$ cat src/rtl/fir_mult_sequencer.sv
// Sequencing FSM for the systolic FIR: latches a sample, starts all multipliers,
// waits for every busy flag to drop (with a watchdog), then strobes the adder chain.
module fir_mult_sequencer #(
    parameter int unsigned DW      = 16,
    parameter int unsigned N_TAPS  = 33,
    parameter int unsigned TIMEOUT = 31,
    parameter int unsigned CW      = 6
) (
    input  logic              clk30x,
    input  logic              rst,
    input  logic              in_valid,
    output logic              in_ready,
    input  logic [DW-1:0]     xin,
    output logic [DW-1:0]     x_op,
    output logic              mult_start,
    input  logic [N_TAPS-1:0] mult_busy,
    output logic              acc_en,
    output logic              out_valid,
    output logic              timeout_err,
    input  logic              clr_err,
    output logic [15:0]       sample_cnt,
    output logic [7:0]        drop_cnt
);

    typedef enum logic [2:0] {StIdle, StStart, StArm, StWait, StAcc, StAbort} state_e;

    state_e        r_state;
    logic [CW-1:0] r_wdog;
    logic          r_in_ready;
    logic [DW-1:0] r_x_op;
    logic          r_mult_start;
    logic          r_acc_en;
    logic          r_out_valid;
    logic          r_timeout_err;
    logic [15:0]   r_sample_cnt;
    logic [7:0]    r_drop_cnt;

    logic w_accept;
    logic w_busy;
    logic w_wdog_hit;

    assign w_accept   = in_valid & r_in_ready;
    assign w_busy     = |mult_busy;
    assign w_wdog_hit = (r_wdog == CW'(TIMEOUT));

    always_ff @(posedge clk30x) begin
        if (rst) begin
            r_state       <= StIdle;
            r_wdog        <= '0;
            r_in_ready    <= 1'b0;
            r_x_op        <= '0;
            r_mult_start  <= 1'b0;
            r_acc_en      <= 1'b0;
            r_out_valid   <= 1'b0;
            r_timeout_err <= 1'b0;
            r_sample_cnt  <= '0;
            r_drop_cnt    <= '0;
        end else begin
            r_mult_start <= 1'b0;
            r_acc_en     <= 1'b0;
            r_out_valid  <= (r_state == StAcc);
            r_in_ready   <= 1'b0;
            // A later set in StAbort overrides this clear
            if (clr_err) r_timeout_err <= 1'b0;
            case (r_state)
                StIdle: begin
                    if (w_accept) begin
                        r_x_op       <= xin;
                        r_mult_start <= 1'b1;
                        r_state      <= StStart;
                    end else begin
                        r_in_ready <= 1'b1;
                    end
                end
                StStart: r_state <= StArm;
                StArm: begin
                    r_wdog  <= CW'(1);
                    r_state <= StWait;
                end
                StWait: begin
                    if (!w_busy) begin
                        r_acc_en <= 1'b1;
                        r_state  <= StAcc;
                    end else if (w_wdog_hit) begin
                        r_state <= StAbort;
                    end else begin
                        r_wdog <= r_wdog + CW'(1);
                    end
                end
                StAcc: begin
                    r_sample_cnt <= r_sample_cnt + 16'd1;
                    r_in_ready   <= 1'b1;
                    r_state      <= StIdle;
                end
                StAbort: begin
                    r_timeout_err <= 1'b1;
                    if (r_drop_cnt != 8'hFF) r_drop_cnt <= r_drop_cnt + 8'd1;
                    r_in_ready <= 1'b1;
                    r_state    <= StIdle;
                end
                default: r_state <= StIdle;
            endcase
        end
    end

    assign in_ready    = r_in_ready;
    assign x_op        = r_x_op;
    assign mult_start  = r_mult_start;
    assign acc_en      = r_acc_en;
    assign out_valid   = r_out_valid;
    assign timeout_err = r_timeout_err;
    assign sample_cnt  = r_sample_cnt;
    assign drop_cnt    = r_drop_cnt;

endmodule
$ cat config.mk
export PLATFORM = sky130hd
export DESIGN_NAME = fir_mult_sequencer
export DESIGN_NICKNAME = d
export VERILOG_FILES = /design/src/rtl/fir_mult_sequencer.sv
export SDC_FILE = /design/constraint.sdc
export NUM_CORES = 1
export LEC_CHECK = 0
export BUFFER_PORTS_ARGS = -buffer_cell sky130_fd_sc_hd__buf_2
export CORE_MARGIN = 5
export CORE_UTILIZATION = 40
export CTS_BUF_LIST = sky130_fd_sc_hd__clkbuf_8 sky130_fd_sc_hd__clkbuf_16
export DETAILED_ROUTE_END_ITERATION = 8
export HOLD_SLACK_MARGIN = 0.02
export PLACE_DENSITY_LB_ADDON = 0.25
export SLEW_MARGIN = 20
export SYNTH_ARGS = -nofsm -noshare
export SYNTH_HDL_FRONTEND = slang
export SYNTH_SLANG_ARGS = --single-unit
export TNS_END_PERCENT = 10
$ cat constraint.sdc
create_clock -name clk30x -period 1.9 [get_ports clk30x]
set_clock_uncertainty 0.2 [all_clocks]
set_input_delay 0.285 -clock clk30x [delete_from_list [all_inputs] [get_ports clk30x]]
set_output_delay 0.285 -clock clk30x [all_outputs]
set_load 0.02 [all_outputs]
# Word level (Yosys, flattened, before mapping)
# Index checks and enable logic that the tools add are counted.
[word_totals]
inputBits = 53
ramBits = 0
rom_bits = 0
output_inout_bits = 45
n_memories = 0
regBits = 54
latch_bits = 0
[op_classes]
shift = 0
n_lt_le_gt_ge = 0
reduce_logical = 11
bitwise = 3
div_mod_pow = 0
addsub = 3
mul = 0
muxes = 13
n_eq_ne = 11
[op_table]
columns = ["op", "n"]
rows = [
  ["OR reduction 33 bit", 1],
  ["adder 16 x 1 -> 16 bit, second input constant", 1],
  ["two-way mux 6 bit", 2],
  ["one-hot mux 3 bit (4 select lines)", 1],
  ["one-hot mux 6 bit (2 select lines)", 1],
  ["two-way mux 3 bit", 3],
  ["adder 8 x 1 -> 8 bit, second input constant", 1],
  ["!= test 8 bit, second input constant", 1],
  ["adder 6 x 1 -> 6 bit, second input constant", 1],
  ["equality test 3 x 2 -> 1 bit, second input constant", 2],
  ["equality test 3 bit, second input constant", 2],
  ["equality test 6 x 5 -> 1 bit, second input constant", 1],
  ["!= test 2 bit, second input constant", 3],
  ["AND reduction 2 bit", 3],
  ["OR reduction 2 bit", 3],
  ["two-way mux 1 bit", 5],
  ["nonzero test 2 bit", 2],
  ["equality test 3 x 1 -> 1 bit, second input constant", 1],
  ["logical NOT 3 bit", 1],
  ["!= test 3 bit, second input constant", 1],
  ["AND reduction 3 bit", 1],
  ["inverter 1 bit", 2],
  ["one-hot mux 1 bit (2 select lines)", 1],
  ["bitwise AND 1 bit", 1],
]

# Depth between registers and ports, before layout
# Gate-level depths: netlist (run 1).
[depth]
word_depth = 4
depth_mapped = 7
ltp_nobuf = 6

# Least setup slack after synthesis (run 1)
# No wires, ideal clock.
[synth_timing]
path_type = "register -> register"
from = "reg r_wdog[0]"
to = "reg r_wdog[0]"
setup_ps = 134
setup_slack_ps = 47
stages_incl_launch_ff = 6
synth_period_minus_slack_ps = 1853
arrival_ps = 1519
path_cell_list = "dfxtp_1 > ha_1 > or3b_2 > o31ai_4 > mux2i_1 > a211oi_2"
[synth_between]
elab_chain_len = 4
elab_cells_between_ends = 7
cone_classes = "1 x add/sub; 2 x eq/ne; 3 x mux; 1 x reduce/logical"
[synth_rtl]
columns = ["item", "line", "source"]
rows = [
  ["start, declared", "28", "logic [CW-1:0] r_wdog;"],
  ["start signal, assigned", "87", "r_wdog <= r_wdog + CW'(1);"],
  ["adder 6 x 1 -> 6 bit", "87", ""],
  ["two-way mux 6 bit", "84", "end else if (w_wdog_hit) begin"],
  ["two-way mux 6 bit", "81", "if (!w_busy) begin"],
  ["one-hot mux 6 bit (2 select lines)", "65", "case (r_state)"],
]
# Parallel ways exist; a longest one is shown, timed or not. The select of a mux whose other input is x is not followed.
# A chain may end at the register's enable or synchronous reset.

# Worst setup path after layout (run 1)
[layout_timing]
from = "reg r_wdog[1]"
to = "reg r_wdog[1]"
# Same word-level chain as after synthesis.

==> results.py, run 1 <==
metrics = {
    "synthesis": {
        "yosysSeqAreaShare": 0.451,
        "yosys.area.top_type_share": 0.451,
        "yosys_warnings": 0,
        "synth_nets": 337,
        "synthArstFlopShare": 0,
        "synthDistinctLibCells": 43,
        "synth-main-ff-cell": "dfxtp_1",
        "synth_area_um2": 2390,
        "synth_top_area_cell": "dfxtp_1",
        "ys_top_cells_by_area": "dfxtp_1, nand2_1, a21oi_1",
        "synth_edf_count": 0,
        "syn_inst": 281,
        "synthTopCellsByCount": "dfxtp_1, nand2_1, nor2_1",
        "synth-seq-cells": 54,
        "syn_avg_cell_area_um2": 8.52,
        "yosysMostFrequentCell": "dfxtp_1",
    },
    "floorplanning": {
        "initial_core_util": 0.407,
        "die_x_um": 87.4,
        "die_area_um2": 7630,
        "io_pins": 98,
        "die_h_um": 87.4,
        "placement_rows": 28,
        "core_area_um2": 5890,
    },
    "timing": {
        "finalSetupViolations": 0,
        "rsz0062_at_grt": "no",
        "slew_viol_final": 0,
        "tightestPinTransition_ps": 547,
        "slew_headroom": 0.636,
        "timing.final.crit_share": 0.937,
        "final-hold-violation-count": 0,
        "period_minus_slack_ps": 1780,
        "fin_hold_ws_ps": 32.1,
        "fmax_mhz": 562,
    },
    "route": {
        "dr.pass1.iters": 7,
        "wl_per_cell_um": 12.2,
        "drc": 0,
        "via_per_inst": 4.89,
        "drt_iter0_markers": 67,
        "antenna_left": 0,
        "vias": 2373,
        "wl_um": 5910,
    },
    "worst_setup_path": {
        "critPathKind": "reg -> reg",
        "start_kind": "flip-flop",
        "crit_arrival_ps": 1810,
        "cp-end-kind": "flip-flop",
        "cp_max_fo": 4,
        "required_ps": 1930,
    },
    "power": {
        "p_sw_mw": 0.558,
        "power_leakage_nw": 1.48,
        "p_comb_frac": 0.146,
        "power.share.clock": 0.324,
        "irDropWorstVdd_mv": 0.361,
        "p_total_mw": 2.27,
        "pwr-share-seq": 0.530,
        "swShare": 0.246,
        "p_int_mw": 1.71,
        "power_density_nw_per_um2": 676,
    },
    "global_route": {
        "grt_pass1_wl_um": 9910,
        "antenna_found_initial": 0,
        "track_usage": 0.159,
        "grt_overflow_total": 0,
        "grt_max_degree": 54,
        "grt_pass1_vias": 2239,
    },
    "placed_design": {
        "place_area_um2": 3080,
        "hpwl_um": 4260,
        "io_buffers": 97,
        "gp_congestion": 0.857,
    },
    "hold_path": {
        "hold_path.class": "in -> reg",
    },
    "finish": {
        "final_util": 0.569,
        "num_antenna_cells": 0,
        "synthToLayoutAreaGrowth_pct": 39.9,
        "design_area_um2": 3350,
        "fill_cells": 549,
        "layout-drive-gt1-share": 0.344,
        "layout.nets": 465,
    },
    "cts": {
        "htree_levels": 2,
        "clock_latency_ps": 300,
        "cts_tree": "yes",
        "clk_pin_slew_ps": 90,
        "cts_root_buf": "clkbuf_8",
        "cts_made_buffers": 5,
        "clock_sinks": 54,
        "clockBufferDepth": 2,
    },
    "run": {
        "drv_cap": 0,
    },
    "outcome": {
        "status": "complete, no violations",
    },
}
[logic make-up (layout without fill, tap and decap cells)]
group	count (synthesis)	in the layout	synth area share
flip-flops	54	54	0.451
buffers and inverters	20	149	0.0334
XOR/XNOR	19	19	0.0695
AND/OR/NAND/NOR	137	137	0.303
multiplexers	4	4	0.0167
AO/OA/AOI/OAI	44	44	0.111
adder cells (fa/ha/maj)	3	3	0.0157
[worst paths after layout]
check | from | endpoint | slack (ps) | cells after the start
worst min register to register | x_op[4] | x_op[4] | 260 | 2
worst min-delay path | xin[9] | x_op[9] | 30 | 3
worst max register to register | r_wdog[1] | r_wdog[1] | 120 | 6
worst max-delay path | r_wdog[1] | r_wdog[1] | 120 | 6
[critical path, cell delays in order, from the launching register on]
cell and delay [ps]:
dfxtp_1 360, ha_1 190, or3b_2 480, o31ai_4 90, buf_4 180, o2bb2ai_1 100
o2bb2ai_1 120
[sequential cells by signal (all words and copies together) (netlist names)]
name         flops
in_ready         1
sample_cnt      16
mult_start       1
acc_en           1
r_state          3
out_valid        1
drop_cnt         8
x_op            16
timeout_err      1
r_wdog           6
[power groups by stage]
stage                     Clock (mW)  Sequential, mW  Combinational (mW)
after floorplan                    0            1.25               0.139
after global placement             0            1.22               0.303
after detailed placement           0            1.23               0.307
after CTS                      0.765            1.20               0.332
after global routing           0.820            1.21               0.368
final                          0.735            1.20               0.331
[through the flow]
stage / std cells / setup slack [ps] / TNS, ps
2_1_floorplan: 281 / 46.8 / 0
3_3_place_gp: 461 / -23.4 / -44.4
3_5_place_dp: 461 / -77.2 / -231
4_1_cts: 484 / 65.2 / 0
5_1_grt: 485 / 0.294 / 0
6_report: 485 / 120 / 0
[what timing repair did]
item | in CTS | in global routing
buffers inserted | 0 | 1
resized for setup | 0 | 3
hold endpoints to repair | 15 | 0
hold buffers | 15 | 0
endpoints found under the setup margin | 0 | 4
[cells in the final DEF, fill, tap and decap left out, types with 3 or more instances in the layout]
cell	instances
a21oi_1	26
and3_1	5
buf_2	97
buf_4	23
clkbuf_8	5
dfxtp_1	53
dlygate4sd3_1	15
ha_1	3
inv_1	8
mux2i_1	4
nand2_1	43
nand3_1	9
nand4_1	9
nor2_1	31
nor2b_1	3
nor3_1	7
nor4_1	3
nor4_2	7
o21ai_0	7
or3_1	5
xnor2_1	10
xor2_1	9
[layout make-up]
class	instances	area, um2	area share
Sequential cell	54	1080	0.323
Clock buffer	5	68.8	0.0205
Inverter	6	22.5	0.00672
Clock inverter	3	37.5	0.0112
Tap cell	75	93.8	0.0280
Timing Repair Buffer	135	808	0.241
Multi-Input combinational cell	207	1240	0.369
[metal layers]
metal / routed length, um / global-route usage / vias up
met1: 2670 / 0.195 / 1068
li1: - / - / 1229
met5: 0 / 0 / -
met2: 2830 / 0.283 / 71
met4: 72 / 0.0460 / 0
met3: 341 / 0.0265 / 5
Power figures use the tool's default switching activity.
==> inputs of run 2 (changes only) <==
==> constraint.sdc (replaced) <==
create_clock -name clk30x -period 2.1 [get_ports clk30x]
set_clock_uncertainty 0.2 [all_clocks]
set_input_delay 0.315 -clock clk30x [delete_from_list [all_inputs] [get_ports clk30x]]
set_output_delay 0.315 -clock clk30x [all_outputs]
set_load 0.02 [all_outputs]
==> run 2 against run 1 <==
Utilization down 3.4 points. Hold slack improved by 12 ps. First-iteration DRC count rose by 18%. Critical endpoint is now sample_cnt[11]. Largest power group unchanged.
==> results.py, run 2 (synthesized netlist as in run 1, its figures left out) <==
metrics = {
    "outcome": {
        "status": "complete, no violations",
    },
    "worst_setup_path": {
        "required_ps": 2130,
        "reg2reg_depth": 5,
        "start_kind": "flip-flop",
        "cp-end-kind": "flip-flop",
        "crit_arrival_ps": 1920,
        "critPathKind": "reg -> reg",
        "r2r_slack_ps": 220,
        "r2r_end": "sample_cnt[11]",
        "cp_max_fo": 11,
        "reg2reg_from": "r_state[2]",
    },
    "cts": {
        "clock_sinks": 54,
        "htree_levels": 2,
        "clock_latency_ps": 300,
        "clockBufferDepth": 2,
        "cts_root_buf": "clkbuf_8",
        "cts_tree": "yes",
        "cts_resized": 0,
        "cts_setup_buffers": 0,
        "ctsHoldBuffers": 0,
        "clk_pin_slew_ps": 90,
        "cts_made_buffers": 5,
    },
    "timing": {
        "timing.final.crit_share": 0.897,
        "slew_viol_final": 0,
        "tns_ps": 0,
        "rsz0062_at_grt": "no",
        "final-hold-violation-count": 0,
        "finalSetupViolations": 0,
        "fmax_mhz": 531,
        "slew_headroom": 0.640,
        "period_minus_slack_ps": 1880,
        "tightestPinTransition_ps": 540,
    },
    "hold_path": {
        "hp-start": "xin[2]",
        "hold_path.class": "in -> reg",
        "min_path_cells": 3,
        "worstHoldEndpoint": "x_op[2]",
    },
    "route": {
        "dr.pass1.iters": 5,
        "antenna_left": 0,
        "via_per_inst": 4.93,
        "wl_um": 5440,
        "vias": 2261,
        "drt_iter0_markers": 79,
        "drc": 0,
        "wl_per_cell_um": 11.9,
    },
    "floorplanning": {
        "die_x_um": 87.4,
        "initial_core_util": 0.407,
        "placement_rows": 28,
        "die_h_um": 87.4,
        "die_area_um2": 7630,
        "io_pins": 98,
        "core_area_um2": 5890,
    },
    "placed_design": {
        "dp.cells": 451,
        "io_buffers": 97,
        "gp_congestion": 0.820,
        "hpwl_um": 4120,
    },
    "power": {
        "power_density_nw_per_um2": 694,
        "power_leakage_nw": 1.37,
        "irDropWorstVdd_mv": 0.480,
    },
    "finish": {
        "layout.cells.most_common": "buf_2",
        "num_antenna_cells": 0,
        "final_cell_count_no_fill": 459,
        "layout-drive-gt1-share": 0.339,
        "fill_cells": 576,
        "layout.nets": 439,
        "layout_common_cells": "buf_2, dfxtp_1, nand2_1, nor2_1, a21oi_1",
        "synthToLayoutAreaGrowth_pct": 31.5,
    },
    "run": {
        "drv_cap": 0,
    },
    "global_route": {
        "grt_pass1_vias": 2105,
        "track_usage": 0.141,
        "grt_max_degree": 54,
        "grt_overflow_total": 0,
        "antenna_found_initial": 0,
        "grt_pass1_wl_um": 8930,
    },
}
## run 2: how the worst max path moves through the flow
stage                     endpoint  slack [ps]     startpoint
detailed placement       r_wdog[4]          90  mult_busy[16]
global placement         r_wdog[4]         100  mult_busy[16]
finish              sample_cnt[11]         220     r_state[2]
floorplan                r_wdog[4]         240  mult_busy[16]
CTS                 sample_cnt[11]         210     r_state[2]
global route         sample_cnt[7]          90     r_state[2]
## run 2: critical path, cell delays in order (launching register included)
cell and delay [ps]:
dfxtp_1 490, nor3b_2 220, buf_4 200, nand4_1 210, or3_1 370, a21oi_1 140
## run 2: area by class of cell
| type | count | area, um2 | share of cell area |
|---|---|---|---|
| multi-input combinational | 207 | 1230 | 0.392 |
| timing repair buffer | 109 | 576 | 0.183 |
| clock inverter | 2 | 60.1 | 0.0191 |
| sequential | 54 | 1080 | 0.343 |
| tap | 75 | 93.8 | 0.0298 |
| inverter | 6 | 22.5 | 0.00715 |
| clock buffer | 6 | 82.6 | 0.0262 |
## run 2: layer usage
layer	track usage	share of wire
met5	0	0
met2	0.245	0.47
met4	0.0418	0.011
met1	0.175	0.45
met3	0.0274	0.071
## run 2: report_power, final
| group | internal (mW) | switching [mW] | leakage [nW] | total (mW) |
|---|---|---|---|---|
| logic | 0.114 | 0.144 | 0.858 | 0.258 |
| registers | 1.06 | 0.0360 | 0.437 | 1.09 |
| clock network | 0.508 | 0.326 | 0.0714 | 0.835 |
| total | 1.68 | 0.506 | 1.37 | 2.19 |
## run 2: stage by stage
step | area, um2 | setup slack, ps | power (mW) | utilization | hold WS (ps)
floorplan | 2390 | 239 | 1.26 | - | 251
global placement | 3010 | 105 | 1.37 | 0.511 | 239
detailed placement | 3010 | 89.1 | 1.38 | 0.511 | 246
CTS | 3150 | 209 | 2.22 | 0.535 | 32.4
global route | 3150 | 90.2 | 2.29 | 0.535 | 25.9
finish | 3150 | 217 | 2.19 | 0.535 | 44.2
==> inputs of run 3 (changes only) <==
--- a/config.mk
+++ b/config.mk
@@ -10,8 +10,11 @@
 export CORE_UTILIZATION = 40
 export CTS_BUF_LIST = sky130_fd_sc_hd__clkbuf_8 sky130_fd_sc_hd__clkbuf_16
 export DETAILED_ROUTE_END_ITERATION = 8
+export GPL_TIMING_DRIVEN = 0
 export HOLD_SLACK_MARGIN = 0.02
 export PLACE_DENSITY_LB_ADDON = 0.25
+export RECOVER_POWER = 100
+export REMOVE_ABC_BUFFERS = 1
 export SLEW_MARGIN = 20
 export SYNTH_ARGS = -nofsm -noshare
 export SYNTH_HDL_FRONTEND = slang
==> run 3 against run 2 <==
Sequential share of layout area is 2.3 points higher. Total power is 14% lower. Final area is 6.1% lower. Routed wire length is 1.3% lower. Hold slack worse by 6.0 ps. Maximum frequency is 5.9% lower. Global-route usage is 0.65 points lower. Combinational power is 14% lower. First-iteration DRC count is 53% lower. Flip-flop and latch count stayed put. Utilization is 3.3 points lower. Critical path type unchanged. Largest cell class unchanged. Highest routed layer unchanged.
==> results.py, run 3 (synthesized netlist as in run 1, its figures left out) <==
metrics = {
    "cts": {
        "cts_made_buffers": 5,
        "htree_levels": 2,
        "cts_tree": "yes",
        "clk_pin_slew_ps": 90,
        "clockBufferDepth": 2,
        "clock_sinks": 54,
        "cts_root_buf": "clkbuf_8",
        "clock_latency_ps": 300,
    },
    "floorplanning": {
        "die_x_um": 87.4,
        "core_area_um2": 5890,
        "io_pins": 98,
        "placement_rows": 28,
        "die_area_um2": 7630,
        "die_h_um": 87.4,
        "initial_core_util": 0.407,
    },
    "worst_setup_path": {
        "path_depth": 5,
        "crit_arrival_ps": 1940,
        "critPathKind": "reg -> reg",
        "start_kind": "flip-flop",
        "crit_slowest_cell": "or3b_2",
        "required_ps": 2040,
        "critical-path-top-delay-family": "simple AND/OR/NAND/NOR gates",
        "cp.buffers_inverters": 0,
        "critPathMaxStageDelay_ps": 490,
        "crit_path_cell_trace": "ha_2 > or3b_2 > o31ai_4 > mux2i_1 > a211oi_1",
        "cp-end-kind": "flip-flop",
        "reg2reg_depth": 5,
        "cp_max_fo": 8,
    },
    "timing": {
        "tightestPinTransition_ps": 963,
        "final-hold-violation-count": 0,
        "timing.final.crit_share": 0.953,
        "period_minus_slack_ps": 2000,
        "finalSetupViolations": 0,
        "fmax_mhz": 500,
        "fin_ws_ps": 98.7,
        "rsz0062_at_grt": "no",
        "fin_hold_ws_ps": 38.2,
        "slew_viol_final": 0,
        "slew_headroom": 0.358,
    },
    "power": {
        "swShare": 0.268,
        "power_leakage_nw": 1.08,
        "p_int_mw": 1.37,
        "power_density_nw_per_um2": 634,
        "p_sw_mw": 0.501,
        "irDropWorstVdd_mv": 0.296,
        "p_total_mw": 1.87,
        "pwr-share-seq": 0.588,
        "power.share.clock": 0.293,
        "p_comb_frac": 0.119,
    },
    "finish": {
        "synthToLayoutAreaGrowth_pct": 23.5,
        "num_antenna_cells": 0,
        "fill_cells": 632,
        "final_util": 0.502,
        "layout_common_cells": "dfxtp_1, buf_2, clkbuf_1, nand2_1, nor2_1",
        "layout-drive-gt1-share": 0.193,
        "layout.nets": 429,
    },
    "global_route": {
        "grt_overflow_total": 0,
        "grt_pass1_vias": 1913,
        "track_usage": 0.134,
        "grt_max_degree": 55,
        "grt_pass1_wl_um": 8480,
        "antenna_found_initial": 0,
    },
    "route": {
        "drc": 0,
        "antenna_left": 0,
        "drt_iter0_markers": 37,
        "wl_per_cell_um": 12.0,
        "wl_um": 5370,
        "vias": 2210,
        "dr.pass1.iters": 4,
        "via_per_inst": 4.93,
    },
    "placed_design": {
        "gp_congestion": 0.800,
        "hpwl_um": 3870,
        "io_buffers": 97,
        "pre_cts_ws_ps": -223,
    },
    "hold_path": {
        "min_path_cells": 3,
        "hold_path.class": "in -> reg",
    },
    "outcome": {
        "status": "complete, no violations",
    },
    "run": {
        "drv_cap": 0,
    },
}
## run 3: cell types whose count changed in the layout (fill, tap and decap cells not counted), sizes merged
cell      change
buf          -57
clkbuf       +46
bufinv        -2
clkinvlp      +1
inv           +1
## run 3: through the flow
stage / std cells / TNS, ps / area (um2)
3_5_place_dp: 439 / -961 / 2930
2_1_floorplan: 267 / 0 / 2340
6_report: 448 / 0 / 2960
4_1_cts: 448 / 0 / 3030
5_1_grt: 448 / 0 / 2960
3_3_place_gp: 439 / -2460 / 2920
## run 3: final cells by class
cell class / instances / area, um2 / share of cell area
inverter: 6 / 22.5 / 0.00762
timing repair buffer: 99 / 437 / 0.148
clock buffer: 5 / 68.8 / 0.0233
tap: 75 / 93.8 / 0.0317
multi-input combinational: 207 / 1240 / 0.419
clock inverter: 2 / 11.3 / 0.00381
sequential: 54 / 1080 / 0.366
## run 3: tightest hold or removal path, delay by kind of cell
| kind | cells | cell delay (ps) |
|---|---|---|
| compound gates | 1 | 50 |
| simple gates | 1 | 40 |
| buf+inv | 1 | 90 |
## run 3: final timing paths
kind                   from   endpoint  slack [ps]
setup / recovery  r_wdog[0]  r_wdog[0]         100
hold reg to reg    x_op[11]   x_op[11]         260
hold / removal       xin[4]    x_op[4]          40
setup reg to reg  r_wdog[0]  r_wdog[0]         100
## run 3: power by group through the flow
| stage | Clock, mW | Sequential (mW) | Combinational, mW |
|---|---|---|---|
| global route | 0.622 | 1.11 | 0.248 |
| floorplan | 0 | 1.14 | 0.0923 |
| detailed placement | 0 | 1.12 | 0.233 |
| CTS | 0.577 | 1.10 | 0.235 |
| finish | 0.549 | 1.10 | 0.223 |
| global placement | 0 | 1.12 | 0.229 |
## run 3: repair_timing
| item | in CTS | in global routing |
|---|---|---|
| pin swaps | 1 | 0 |
| buffers inserted | 2 | 0 |
| hold buffers | 0 | 0 |
| resized for setup | 1 | 3 |
| endpoints found under the setup margin | 10 | 9 |
## run 3: per-layer routing
metal	part of all wire	wire length, um	global-route usage	vias up
li1	-	-	-	1147
met1	0.46	2470	0.182	991
met2	0.44	2390	0.206	66
met3	0.082	439	0.0378	6
met4	0.014	74	0.0418	0
met5	0	0	0	-
